**src/rtl/pc_sequencer.sv**
```systemverilog
// Program-counter sequencer: next-PC selection with exception, stall, return,
// jump/call and relative branch, plus a circular return-address stack.
module pc_sequencer #(
  parameter int unsigned       WIDTH        = 32,
  parameter logic [WIDTH-1:0]  RESET_VECTOR = '0,
  parameter logic [WIDTH-1:0]  EXC_VECTOR   = WIDTH'(32'h0000_0080),
  parameter int unsigned       INC          = 4,
  parameter int unsigned       RAS_DEPTH    = 4
) (
  input  logic             clk,
  input  logic             reset,
  input  logic             stall,
  input  logic             exc,
  input  logic             ret,
  input  logic             jmp,
  input  logic             call,
  input  logic [WIDTH-1:0] jmp_target,
  input  logic             br_taken,
  input  logic [WIDTH-1:0] br_offset,
  output logic [WIDTH-1:0] pc_out,
  output logic [WIDTH-1:0] pc_plus,
  output logic             misalign,
  output logic             ras_empty,
  output logic             ras_full,
  output logic             ras_err
);

  localparam int unsigned      PTR_W   = $clog2(RAS_DEPTH);
  localparam int unsigned      CNT_W   = $clog2(RAS_DEPTH + 1);
  localparam logic [WIDTH-1:0] INC_W   = WIDTH'(INC);
  localparam logic [CNT_W-1:0] DEPTH_C = CNT_W'(RAS_DEPTH);

  typedef enum logic [2:0] {
    SRC_SEQ,
    SRC_EXC,
    SRC_HOLD,
    SRC_RET,
    SRC_RET_EMPTY,
    SRC_JMP,
    SRC_BR
  } src_e;

  logic [WIDTH-1:0] pc_q, pc_d;
  logic             misalign_q, misalign_d;
  logic             ras_err_q, ras_err_d;
  logic [CNT_W-1:0] count_q, count_d;
  logic [PTR_W-1:0] wr_ptr_q, wr_ptr_d;
  logic [PTR_W-1:0] top_ptr;
  logic [WIDTH-1:0] ras_mem [RAS_DEPTH];

  src_e             src;
  logic [WIDTH-1:0] target;
  logic             checked;
  logic             push;
  logic             pop;
  logic             stack_empty;
  logic             stack_full;

  assign stack_empty = (count_q == '0);
  assign stack_full  = (count_q == DEPTH_C);
  assign top_ptr     = wr_ptr_q - PTR_W'(1);

  // Priority decode: exc > stall > ret > jmp > br_taken > sequential.
  always_comb begin
    src = SRC_SEQ;
    if (exc)           src = SRC_EXC;
    else if (stall)    src = SRC_HOLD;
    else if (ret)      src = stack_empty ? SRC_RET_EMPTY : SRC_RET;
    else if (jmp)      src = SRC_JMP;
    else if (br_taken) src = SRC_BR;
  end

  // NOTE: every variable gets a default first so no path leaves it unassigned,
  // which would otherwise infer a latch.
  always_comb begin
    target     = pc_q + INC_W;
    checked    = 1'b0;
    push       = 1'b0;
    pop        = 1'b0;
    ras_err_d  = 1'b0;
    misalign_d = 1'b0;
    pc_d       = pc_q;

    unique case (src)
      SRC_RET: begin
        target  = ras_mem[top_ptr];
        checked = 1'b1;
        pop     = 1'b1;
      end
      SRC_RET_EMPTY: begin
        ras_err_d = 1'b1;
      end
      SRC_JMP: begin
        target    = jmp_target;
        checked   = 1'b1;
        push      = call;
        ras_err_d = call && stack_full;
      end
      SRC_BR: begin
        target  = pc_q + br_offset;
        checked = 1'b1;
      end
      default: ;
    endcase

    unique case (src)
      SRC_EXC:  pc_d = EXC_VECTOR;
      SRC_HOLD: pc_d = pc_q;
      default: begin
        // A misaligned redirect traps, but its push/pop still takes effect.
        misalign_d = checked && (target[1:0] != 2'b00);
        pc_d       = misalign_d ? EXC_VECTOR : target;
      end
    endcase
  end

  // Full stack overwrites the oldest slot, which is where wr_ptr already points.
  always_comb begin
    wr_ptr_d = wr_ptr_q;
    count_d  = count_q;
    if (push) begin
      wr_ptr_d = wr_ptr_q + PTR_W'(1);
      count_d  = stack_full ? count_q : count_q + CNT_W'(1);
    end else if (pop) begin
      wr_ptr_d = top_ptr;
      count_d  = count_q - CNT_W'(1);
    end
  end

  // NOTE: sequential state uses non-blocking assignments so every flop samples
  // values from before the edge, independent of statement order.
  always_ff @(posedge clk or negedge reset) begin
    if (!reset) begin
      pc_q       <= RESET_VECTOR;
      misalign_q <= 1'b0;
      ras_err_q  <= 1'b0;
      count_q    <= '0;
      wr_ptr_q   <= '0;
    end else begin
      pc_q       <= pc_d;
      misalign_q <= misalign_d;
      ras_err_q  <= ras_err_d;
      count_q    <= count_d;
      wr_ptr_q   <= wr_ptr_d;
    end
  end

  // NOTE: stack storage is deliberately not reset; count_q gates every read,
  // so stale contents are never observed.
  always_ff @(posedge clk) begin
    if (push) ras_mem[wr_ptr_q] <= pc_q + INC_W;
  end

  assign pc_out    = pc_q;
  assign pc_plus   = pc_q + INC_W;
  assign misalign  = misalign_q;
  assign ras_err   = ras_err_q;
  assign ras_empty = stack_empty;
  assign ras_full  = stack_full;

endmodule

```
**config.mk**
```make
export PLATFORM = sky130hd
export DESIGN_NAME = pc_sequencer
export DESIGN_NICKNAME = d
export VERILOG_FILES = /design/src/rtl/pc_sequencer.sv
export SDC_FILE = /design/constraint.sdc
export NUM_CORES = 1
export LEC_CHECK = 0
export ABC_CLOCK_PERIOD_IN_PS = 3200
export BUFFER_PORTS_ARGS = -buffer_cell sky130_fd_sc_hd__clkbuf_2
export CAP_MARGIN = 20
export CORE_MARGIN = 5
export CORE_UTILIZATION = 50
export CTS_BUF_LIST = sky130_fd_sc_hd__clkbuf_16
export DETAILED_ROUTE_END_ITERATION = 16
export PLACE_DENSITY = 0.7
export SLEW_MARGIN = 5
export SYNTH_ARGS = -nofsm -noshare
export SYNTH_HDL_FRONTEND = slang
export SYNTH_SLANG_ARGS = --single-unit
```
**constraint.sdc**
```tcl
create_clock -name clk -period 3.2 [get_ports clk]
set_clock_uncertainty 0.15 [all_clocks]
set_input_delay 0.64 -clock clk [delete_from_list [all_inputs] [get_ports clk]]
set_output_delay 0.64 -clock clk [all_outputs]
set_load 0.1 [all_outputs]
```
# --- After elaboration in Yosys (flattened, before gate mapping) ---
# Memory sizes are Yosys's and may differ from the RTL's.
# Index checks and enable logic that the tools add are counted.
totals:
  ff_bits: 39
  mem_bits_rw: 128
  input_bits: 72
  output_inout_bits: 68
  elab_cells: 49
  mem_count: 1
op_classes:
  n_addsub: 6
  eq_ne: 8
  n_mux: 21
  n_reduce_logical: 8
memory_table:
  columns: ["name", "depth", "word_bits", "read_ports", "rd_clocked_by_memory_dff", "write_ports", "line_no", "rtl"]
  rows:
  - ["ras_mem", 4, 32, 1, 0, 1, "49", "logic [WIDTH-1:0] ras_mem [RAS_DEPTH];"]
op_table:
  columns: ["op", "n"]
  rows:
  - ["one-hot mux 32 bit (3 select lines)", 1]
  - ["one-hot mux 32 bit (2 select lines)", 1]
  - ["adder 32 x 3 -> 32 bit, second input constant", 1]
  - ["adder 32 bit", 1]
  - ["2-to-1 mux 32 bit", 1]
  - ["2-to-1 mux 3 bit", 9]
  - ["equality test 3 bit, second input constant", 4]
  - ["equality test 3 x 2 -> 1 bit, second input constant", 2]
  - ["2-to-1 mux 1 bit", 6]
  - ["2-to-1 mux 2 bit", 2]
  - ["nonzero test 2 bit", 2]
  - ["adder 3 x 1 -> 3 bit, second input constant", 1]
  - ["equality test 3 x 1 -> 1 bit, second input constant", 1]
  - ["zero test 3 bit", 1]
  - ["OR reduction 3 bit", 1]
  - ["subtractor 3 x 1 -> 3 bit, second input constant", 1]
  - ["adder 2 x 1 -> 2 bit, second input constant", 1]
  - ["logical AND 1 bit", 2]
  - ["!= test 2 bit, second input constant", 1]
  - ["one-hot mux 1 bit (2 select lines)", 1]
  - ["AND reduction 2 bit", 1]
  - ["OR reduction 2 bit", 1]
  - ["subtractor 2 x 1 -> 2 bit, second input constant", 1]

# --- Depth between registers and ports, before layout ---
# Gate-level depths: netlist of run 1.
logic_depth:
  depth_word: 11
  depth_mapped: 11
  ltp_nobuf: 11

# --- Worst setup path after synthesis of run 1 ---
# OpenSTA, ideal clock, no wires.
synth_timing:
  path_kind: "register -> output"
  startpoint: "reg pc_q[2], in the netlist pc_out[2]"
  endpoint: "out pc_plus[18]"
  arrival_ns: 3.932
  required_time_ns: 2.410
  path_slack_ns: -1.522
  path_stages_with_launch: 6
  path_buffers: 0
  cell_sequence: "dfrtp_1 -> ha_1 -> nand3_1 -> nor3_1 -> nand3_1 -> xnor2_1"
synth_via:
  elab_chain_cells: 1
synth_lines:
  columns: ["element", "line_no", "rtl"]
  rows:
  - ["from (decl)", "43", "logic [WIDTH-1:0] pc_q, pc_d;"]
  - ["from (signal assigned)", "140", "pc_q <= pc_d;"]
  - ["adder 32 x 3 -> 32 bit", "155", "assign pc_plus = pc_q + INC_W;"]
  - ["to (decl)", "21", "output logic [WIDTH-1:0] pc_plus,"]
# Every way passes these cells.

# --- Final worst setup path of run 1 ---
layout_timing:
  startpoint: "reg pc_q[16], in the netlist pc_out[16]"
  endpoint: "out pc_plus[29]"
# The elaborated chain is that of the path after synthesis.

==> metrics.md, run 1 <==
| Metric | Value |
|---|---|
| Outcome | `finished clean` |
| Final min period | `3.14 ns` |
| Average size of a mapped cell | `~12 µm²` |
| Main combinational cell family by area after synthesis | `compound AO/OA/AOI/OAI gates` |
| Routability cong. | `around 0.93` |
| Cell count after synthesis | `roughly 730` |
| Number of search-and-repair iterations in the first detailed-routing pass | `7` |
| Cell area after placement | `between 0.01 and 0.015 mm²` |
| Share of the cycle needed by the critical path after routing | `between 90% and 100%` |
| Post-detailed-placement half-perimeter wirelength | `roughly 20 mm` |
| Worst-path clk slew | `around 0.07 ns` |
| Design Area, Final | `0.0121 mm²` |
| Area fraction in compound gates after synthesis | `between 10% and 20%` |
| Primary FF master, synth | `edfxtp_1` |
| DR DRC count | `0` |
| Post-Synth Simple-Gate Area | `around a tenth` |
| Placement-stage worst setup slack | `-0.00470 ns` |
| Kind of critical path | `reg -> out` |
| Most common cell after layout, fill and taps aside | `edfxtp_1` |
| Number of clock sinks | `between 150 and 200` |
| Worst-path cell with the longest stage delay | `dfrtp_4` |
| Post-Route WL | `28.0 mm` |
| Vias per inst | `between 6 and 7` |
| Number of storage elements in the synthesis netlist | `roughly 170` |
| Library cell with the largest summed area after synthesis | `edfxtp_1` |
| Highest net fanout along the worst path | `5` |
| Leakage component of the power | `between 0.004 and 0.005 µW` |
| Antenna Nets Post-Route | `0` |
| Synth top area cells | `edfxtp_1, dfrtp_1, mux4_2` |
| Clock latency on the worst-skew pair | `roughly 0.43 ns` |
| Area share of the largest cell type after synthesis | `42.6%` |
| Worst EP required | `2.41 ns` |
| Buffer type at the clock tree root | `clkbuf_16` |
| Number of distinct library cells after synthesis | `66` |
| Sum of buffers and inverters on the critical path | `4` |
| Portion of netlist area occupied by mux cells | `under 10%` |
| Number of hold-slack violations in the final timing report | `0` |
| Layout-stage area growth over the synthesis result | `33.6%` |
| First DRT Iteration DRCs | `677` |
| Most frequent cells in the layout | `edfxtp_1, clkbuf_2, buf_4` |
| Final std cells w/o fill | `1173` |
| Net count reported at finish | `approximately 1.0k` |
| Setup violations, final | `0` |
| Max transition margin | `51.7%` |
| Starting utilization of the core area | `50.5%` |
| Share of async-settable or async-resettable flops after synthesis | `between 20% and 30%` |
| Max IR drop VDD | `between 0.4 and 0.5 mV` |
| Cell area after synthesis | `between 0.009 and 0.01 mm²` |
| Global-route usage over all layers | `between 20 and 30%` |
| Cell seen most often among critical-path stages | `buf_12` |
| Unrepaired setup endpoints after global routing | `true` |
| Tightest Hold Check Type | `in -> async` |
| Total via count in the routed design | `between 7k and 8k` |
| CP arrival | `between 2 and 2.5 ns` |
| Chain of cells forming the critical path | `inv_1 -> nor4_4 -> buf_4 -> nand2_2 -> nor2_4 -> buf_12 -> xor2_4 -> buf_12` |
| Number of instances in the placed design | `1110` |
| Clock tree from TritonCTS | `built` |
| Die Footprint | `~0.021 mm²` |
| CTS H-tree depth | `4` |
| Crit start category | `register` |
| Number of antenna violations at the first check in global routing | `0` |
| XOR/XNOR share of the synthesized area | `under 10%` |
| Number of maximum-capacitance violations | `0` |
| Fmax | `0.319 GHz` |
| Worst reg2reg endpoint | `pc_out[11]` |
| Remaining global-route overflow | `0` |
| Chip height | `between 100 and 150 µm` |
| Synthesized-area fraction occupied by adder cells | `under 10%` |
| Ratio of total power to cell area | `~600 mW/mm²` |
| Minimum setup slack among reg-to-reg paths | `~0.17 ns` |
| Routed wire length per instance | `about 24 µm` |
| Max-slew violation total from the final report | `0` |
| Vias in the first global route | `7452` |
| I/O Buffers | `approximately 140` |
| Largest net degree at the start of global routing | `33` |
| FF-to-FF path depth | `11` |
| Total of warnings raised by yosys | `0` |
| Crit path max-delay family | `buffers and inverters` |
| Clock tree buffer depth | `2` |
| Wire length of the first global-routing pass | `roughly 43 mm` |
| Fraction of layout cells with a size suffix above 1 | `40.1%` |
| Final core utilization | `between 60% and 70%` |
| Final setup margin | `~0.064 ns` |
| EDFF count, synth | `about 130` |
| Delay contributed by the slowest stage of the critical path | `around 0.44 ns` |
| Transition time at the pin with the least slew margin | `0.724 ns` |
| Diodes inserted | `0` |
| Core Area | `around 0.018 mm²` |
| Count of standard-cell rows | `49` |
| Worst r2r src | `pc_out[2]` |
| Capturing element type of the critical path | `output pin` |
| Post-Synthesis Net Count | `between 800 and 900` |
| CTS Hold Bufs | `0` |
| Number of buffers inserted during clock tree synthesis | `17` |
| X dimension of the die | `approximately 140 µm` |
| Number of top-level pins | `140` |
| Sequential fraction of the synthesis area | `a little over half` |
## registers in the layout, indices dropped and copies added (netlist names)
name and cells:
count_q 3, misalign 1, pc_out 32, ras_err 1, ras_mem 128, wr_ptr_q 2
## worst register-to-register path, cell delays in order (launching register included)
cell	delay (ns)
dfrtp_4	0.51
buf_4	0.17
ha_1	0.23
a211oi_2	0.28
o21ai_1	0.14
a221oi_2	0.47
buf_4	0.21
o21a_1	0.18
o21ai_0	0.13
xnor2_1	0.15
o21ai_0	0.09
a22o_1	0.21
## cells by family (layout without fill, tap and decap cells)
| kind of cell | after synthesis | after routing |
|---|---|---|
| xor+xnor | 55 | 55 |
| mux | 34 | 34 |
| flops | 167 | 167 |
| simple gates | 183 | 183 |
| buf+inv | 55 | 271 |
| fa+ha+maj | 38 | 38 |
| compound gates | 196 | 196 |
## timing repair
item                       4_1_cts  5_1_grt
pin swaps                       13        9
gates cloned                     0        0
setup endpoints to repair       18       20
setup buffers                   20       11
resized for setup               10       12
## worst max-delay path by stage
stage / startpoint / slack [ns] / to / depth (start not counted)
floorplan: pc_out[2] / -0.07 / pc_plus[4] / 2
global placement: br_offset[0] / 0.02 / pc_out[30] / 12
detailed placement: br_offset[0] / -0.005 / pc_out[30] / 12
CTS: pc_out[3] / 0.001 / pc_plus[26] / 8
global route: pc_out[3] / -0.05 / pc_plus[18] / 7
finish: pc_out[16] / 0.06 / pc_plus[29] / 8
## per-layer routing
layer | global-route usage [%] | vias up | wire length, µm
li1 | - | 3281 | -
met1 | 37.2 | 3689 | 11400
met2 | 44.9 | 369 | 13600
met3 | 4.83 | 55 | 2270
met4 | 9.08 | 0 | 720
met5 | 0 | - | 0
## cell type report
class | count | area (µm²)
clock buffers | 17 | 425
clock inverters | 15 | 154
fillers | 1322 | 5840
inverters | 17 | 63.8
well taps | 229 | 287
repair buffers | 222 | 1680
multi-input cells | 506 | 4550
flip-flops and latches | 167 | 4900
## synthesized netlist by cell type, types with 3 or more instances
cell and instances:
o21a_1 3, o221ai_1 7, or3_1 6, clkbuf_1 21, nor3_1 13, o31ai_1 4
a222oi_1 22, nand3_1 24, nand2b_1 4, nand2_1 48, edfxtp_1 128, buf_4 3
a21oi_1 43, xor2_1 15, xnor2_1 40, dfrtp_1 39, inv_1 16, a22o_1 9
ha_1 36, o21ai_1 5, buf_2 11, o21bai_1 7, a22oi_1 9, mux4_2 31
o21ai_0 48, nor2_1 35, o211ai_1 10, a31oi_1 4, nand4_1 16, nor2b_1 5
and3_1 10, nor4_1 4, and2_1 4, a21o_1 8
## metrics by stage
| stage | hold WS, ns | TNS [ns] | total power (µW) |
|---|---|---|---|
| floorplan | 0.194 | -0.212 | 4480 |
| global placement | 0.322 | 0 | 5140 |
| detailed placement | 0.327 | -0.00470 | 5190 |
| CTS | 0.110 | 0 | 7280 |
| global route | 0.118 | -0.0758 | 7560 |
| finish | 0.104 | 0 | 7270 |
## power by group
| part | leakage, µW | switching (µW) | internal, µW |
|---|---|---|---|
| clock network | 0.000292 | 886 | 1160 |
| logic | 0.00288 | 1640 | 1020 |
| registers | 0.00166 | 106 | 2460 |
No activity file was read; power rests on OpenSTA's default activity.
==> run 2, diff against run 1 <==
Settings changed: ABC_CLOCK_PERIOD_IN_PS 3200 to 3100.
Clock period 3.2 ns to 3.1 ns, I/O delays scaled along.
==> metrics.md, run 2 (synthesis gave the netlist of run 1 again) <==
| Metric | Value |
|---|---|
| Worst r2r src | `pc_out[3]` |
| DR DRC count | `0` |
| Met2 Track Usage GR | `46.0%` |
| Chain of cells forming the critical path | `nand4_1 -> buf_4 -> nor3_2 -> buf_4 -> nand4_1 -> xnor2_4 -> buf_12` |
| Unrepaired setup endpoints after global routing | `true` |
| Global-route usage over all layers | `27.3%` |
| Outcome | `finished with violations` |
| Final std cells w/o fill | `around 1.2k` |
| Minimum setup slack among reg-to-reg paths | `about 0.070 ns` |
| Worst-path cell with the longest stage delay | `dfrtp_4` |
| Sum of buffers and inverters on the critical path | `3` |
| Max IR drop VDD | `between 0.5 and 0.6 mV` |
| Max-slew violation total from the final report | `0` |
| Number of clock sinks | `167` |
| Number of maximum-capacitance violations | `0` |
| Delay contributed by the slowest stage of the critical path | `between 0.4 and 0.5 ns` |
| Tightest Hold Check Type | `in -> async` |
| Global routing usage on met3 | `under 10%` |
| Wire length of the first global-routing pass | `42.6 mm` |
| Most common cell after layout, fill and taps aside | `edfxtp_1` |
| Number of top-level pins | `140` |
| Cell area after placement | `approximately 0.011 mm²` |
| Violated checks | `negative setup slack` |
| Ratio of total power to cell area | `just over 600 mW/mm²` |
| FILL cells | `1290` |
| CP arrival | `about 2.4 ns` |
| Diodes inserted | `0` |
| Routed wire length per instance | `~24 µm` |
| Total via count in the routed design | `between 7k and 8k` |
| Buffer type at the clock tree root | `clkbuf_16` |
| Vias in the first global route | `between 7k and 8k` |
| Register bank with the most flops | `ras_mem` |
| I/O Buffers | `139` |
| Clock tree from TritonCTS | `built` |
| Kind of critical path | `reg -> out` |
| Most frequent cells in the layout | `edfxtp_1, clkbuf_2, buf_4` |
| Final min period | `3.12 ns` |
| GRT Max-Usage Layer | `met2` |
| Core Area | `between 0.015 and 0.02 mm²` |
| CTS H-tree depth | `4` |
| Number of flip-flops under the largest register name | `128` |
| Worst-path clk slew | `0.07 ns` |
| Capturing element type of the critical path | `output pin` |
| Worst reg2reg endpoint | `pc_out[14]` |
| Clock latency on the worst-skew pair | `about 0.43 ns` |
| Net count reported at finish | `between 1k and 1.5k` |
| Antenna Nets Post-Route | `0` |
| Placement-stage worst setup slack | `-0.111 ns` |
| Crit start category | `register` |
| Final setup margin | `-0.0187 ns` |
| Fraction of layout cells with a size suffix above 1 | `~42%` |
| Post-detailed-placement half-perimeter wirelength | `roughly 20 mm` |
| Crit path max-delay family | `buffers and inverters` |
| Logic depth of the worst path, buffers included | `7` |
| Remaining global-route overflow | `0` |
| CTS Hold Bufs | `0` |
| Setup violations, final | `1` |
| Number of hold-slack violations in the final timing report | `0` |
| Post-Route WL | `around 29 mm` |
| Global routing met1 resource utilization | `around 37%` |
| Termination of the worst setup path | `pc_plus[15]` |
| Vias per inst | `6.29` |
| Number of antenna violations at the first check in global routing | `0` |
| Number of buffers inserted during clock tree synthesis | `17` |
| Chip height | `roughly 140 µm` |
| Die Footprint | `0.0209 mm²` |
| Worst hold slack | `between 0.04 and 0.05 ns` |
| Routability cong. | `just over 0.9` |
| Count of standard-cell rows | `49` |
| Number of search-and-repair iterations in the first detailed-routing pass | `6` |
| X dimension of the die | `approximately 140 µm` |
| FF-to-FF path depth | `12` |
| Share of the cycle needed by the critical path after routing | `101%` |
| Starting utilization of the core area | `about half` |
| Layout-stage area growth over the synthesis result | `36.8%` |
| Leakage component of the power | `just under 0.005 µW` |
| Startpoint of the worst setup timing path | `pc_out[3]` |
| Number of instances in the placed design | `1122` |
| Final core utilization | `roughly 69%` |
| Worst EP required | `roughly 2.3 ns` |
| Design Area, Final | `0.0124 mm²` |
| First DRT Iteration DRCs | `roughly 740` |
| Max transition margin | `54.0%` |
| Highest net fanout along the worst path | `5` |
| Transition time at the pin with the least slew margin | `0.687 ns` |
| Largest net degree at the start of global routing | `34` |
| Clock tree buffer depth | `2` |
| Fmax | `approximately 0.32 GHz` |
run 2: changes by cell type in the layout (fill, tap and decap cells not counted), sizes merged:
cell | previous run | this run
clkinv | 6 | 5
inv | 23 | 24
clkbuf | 133 | 131
buf | 106 | 129
clkinvlp | 1 | 2
bufinv | 2 | 1
run 2: timing repair:
action / in CTS / in global routing
setup endpoints to repair: 18 / 21
setup buffers: 22 / 18
pin swaps: 14 / 12
gates cloned: 0 / 0
resized for setup: 10 / 17
run 2: worst min-delay path by stage:
| stage | from | end | depth (start not counted) |
|---|---|---|---|
| 6_report | reset | count_q[1] | 1 |
| 5_1_grt | reset | count_q[1] | 1 |
| 4_1_cts | reset | count_q[1] | 1 |
| 3_5_place_dp | count_q[2] | count_q[2] | 1 |
| 3_3_place_gp | count_q[2] | count_q[2] | 1 |
| 2_1_floorplan | reset | count_q[0] | 0 |
run 2: stage by stage:
stage,TNS (ns),total power [µW]
floorplan,-0.479,4640
global placement,-0.0572,5360
detailed placement,-0.157,5410
CTS,-0.0482,7560
global route,-0.365,7870
finish,-0.0187,7570
run 2: power breakdown:
| group | switching, µW | leakage, µW | internal (µW) |
|---|---|---|---|
| registers | 110 | 0.00166 | 2530 |
| clock network | 982 | 0.000283 | 1140 |
| logic | 1690 | 0.00298 | 1100 |
| total | 2790 | 0.00493 | 4780 |
run 2: metal layers:
layer  vias up  wire length, µm
li1       3329                -
met1      3808            11900
met2       326            14100
met3        46             2100
met4         0              539
met5         -                0
run 2: cell type report:
type	count	area, µm²	share of cell area, %
Timing Repair Buffer	243	1900	15.4
Tap cell	229	287	2.32
Inverter	17	63.8	0.516
Multi-Input combinational cell	506	4610	37.3
Clock inverter	15	163	1.32
Clock buffer	17	425	3.44
Sequential cell	167	4910	39.7
==> run 3, diff against run 2 <==
Settings changed: CTS_CLUSTER_DIAMETER set to 120, RECOVER_POWER set to 100.
==> metrics.md, run 3 (synthesis gave the netlist of run 1 again) <==
| Metric | Value |
|---|---|
| Core Area | `~0.018 mm²` |
| FF+latch area | `just under 0.005 mm²` |
| Number of antenna violations at the first check in global routing | `0` |
| Unrepaired setup endpoints after global routing | `true` |
| Total via count in the routed design | `7520` |
| Worst EP required | `about 2.3 ns` |
| Layout-stage area growth over the synthesis result | `36.1%` |
| Number of buffers inserted during clock tree synthesis | `17` |
| Power Total | `roughly 7600 µW` |
| Number of search-and-repair iterations in the first detailed-routing pass | `8` |
| Fmax | `roughly 0.32 GHz` |
| Register bank with the most flops | `ras_mem` |
| Ratio of total power to cell area | `about 610 mW/mm²` |
| Capturing element type of the critical path | `output pin` |
| CP arrival | `between 2 and 2.5 ns` |
| Transition time at the pin with the least slew margin | `approximately 1.4 ns` |
| Wire length of the first global-routing pass | `approximately 43 mm` |
| Die Footprint | `between 0.02 and 0.025 mm²` |
| Clock tree from TritonCTS | `built` |
| Most common cell after layout, fill and taps aside | `edfxtp_1` |
| Vias in the first global route | `between 7k and 8k` |
| Most frequent cells in the layout | `edfxtp_1, clkbuf_2, buf_4` |
| Antenna Nets Post-Route | `0` |
| Combined area of the multi-input logic cells | `between 0.004 and 0.005 mm²` |
| CTS H-tree depth | `4` |
| Worst-path clk slew | `about 0.07 ns` |
| Share of the cycle needed by the critical path after routing | `101%` |
| Final-layout setup total negative slack | `-0.0851 ns` |
| CTS Hold Bufs | `0` |
| First DRT Iteration DRCs | `between 700 and 800` |
| Cell area after placement | `approximately 0.011 mm²` |
| Max transition margin | `roughly 7.0%` |
| FILL cells | `about 1.3k` |
| Clock latency on the worst-skew pair | `~0.43 ns` |
| Kind of critical path | `reg -> out` |
| Buffer type at the clock tree root | `clkbuf_16` |
| Final min period | `3.14 ns` |
| Post-detailed-placement half-perimeter wirelength | `between 15 and 20 mm` |
| Max IR drop VDD | `0.500 mV` |
| Max-slew violation total from the final report | `0` |
| Global-route usage over all layers | `27.3%` |
| Fraction of layout cells with a size suffix above 1 | `between 40% and 50%` |
| Clock tree buffer depth | `2` |
| Final setup margin | `-0.0425 ns` |
| Remaining global-route overflow | `0` |
| Setup violations, final | `3` |
| Number of top-level pins | `140` |
| Largest net degree at the start of global routing | `34` |
| Diodes inserted | `0` |
| DR DRC count | `0` |
| Number of flip-flops under the largest register name | `128` |
| Routed wire length per instance | `24.0 µm` |
| Crit start category | `register` |
| Count of standard-cell rows | `a little under 50` |
| Outcome | `finished with violations` |
| Tightest Hold Check Type | `in -> async` |
| Number of clock sinks | `around 170` |
| Chip height | `144 µm` |
| Violated checks | `negative setup slack` |
| Vias per inst | `between 6 and 7` |
| Worst hold slack | `0.300 ns` |
| X dimension of the die | `between 100 and 150 µm` |
| Routability cong. | `about 0.92` |
| Design Area, Final | `between 0.01 and 0.015 mm²` |
| Number of maximum-capacitance violations | `0` |
| Net count reported at finish | `1062` |
| Leakage component of the power | `approximately 0.005 µW` |
| Post-Route WL | `28.6 mm` |
| Number of hold-slack violations in the final timing report | `0` |
| I/O Buffers | `between 100 and 150` |
| Highest net fanout along the worst path | `5` |
| Starting utilization of the core area | `50.5%` |
## run 3: cell types whose count changed in the layout (fill, tap and decap cells not counted), sizes merged
| cell | before | now |
|---|---|---|
| clkbuf | 131 | 135 |
| buf | 129 | 125 |
## run 3: path summary, 6_finish.rpt
path	to	start	slack, ns	depth (start not counted)
worst max-delay path	pc_plus[15]	pc_out[3]	-0.04	7
worst min-delay path	count_q[1]	reset	0.30	1
worst max register to register	pc_out[14]	pc_out[4]	0.07	9
worst min register to register	count_q[2]	count_q[2]	0.34	1
max in group asynchronous	pc_out[10]	reset	0.42	2
min in group clk	count_q[2]	count_q[2]	0.34	1
## run 3: power breakdown
part	total [µW]	switching [µW]	internal (µW)	leakage, µW
sequential	2640	108	2530	0.00167
combinational	2790	1690	1100	0.00293
clock	2130	984	1140	0.000283
## run 3: critical path: stages (launching register included)
cell and delay (ns):
dfrtp_4 0.45, nand4_1 0.27, buf_4 0.26, nor3_2 0.11, buf_4 0.17, nand4_1 0.22, xnor2_4 0.26, buf_12 0.20
## run 3: per-layer routing
layer  part of all wire, %  vias to the layer above  global-route usage [%]  wire (µm)
met5                     0                        -                       0          0
met4                   1.8                        0                    7.66        502
met3                   7.4                       37                    3.84       2120
met2                    49                      350                    46.0      14100
met1                    41                     3806                    37.3      11900
li1                      -                     3327                       -          -
## run 3: layout make-up
type / instances / area share [%]
clock buffer: 17 / 3.46
timing repair buffer: 243 / 15.3
multi-input combinational: 506 / 37.2
tap: 229 / 2.33
inverter: 17 / 0.519
sequential: 167 / 39.9
clock inverter: 15 / 1.32
## run 3: repair_timing
item | CTS | global route
endpoints found under the hold margin | 0 | 0
setup endpoints to repair | 18 | 21
pin swaps | 14 | 12
buffers inserted | 22 | 18
gates resized for setup | 10 | 17
gates cloned | 0 | 0
## run 3: through the flow
step                instances  utilization [%]  worst slack [ns]
global placement         1122             63.3           -0.0437
finish                   1194             68.7           -0.0425
floorplan                 728                -            -0.127
CTS                      1176             67.9           -0.0192
global route             1194             68.7           -0.0877
detailed placement       1122             63.3            -0.111
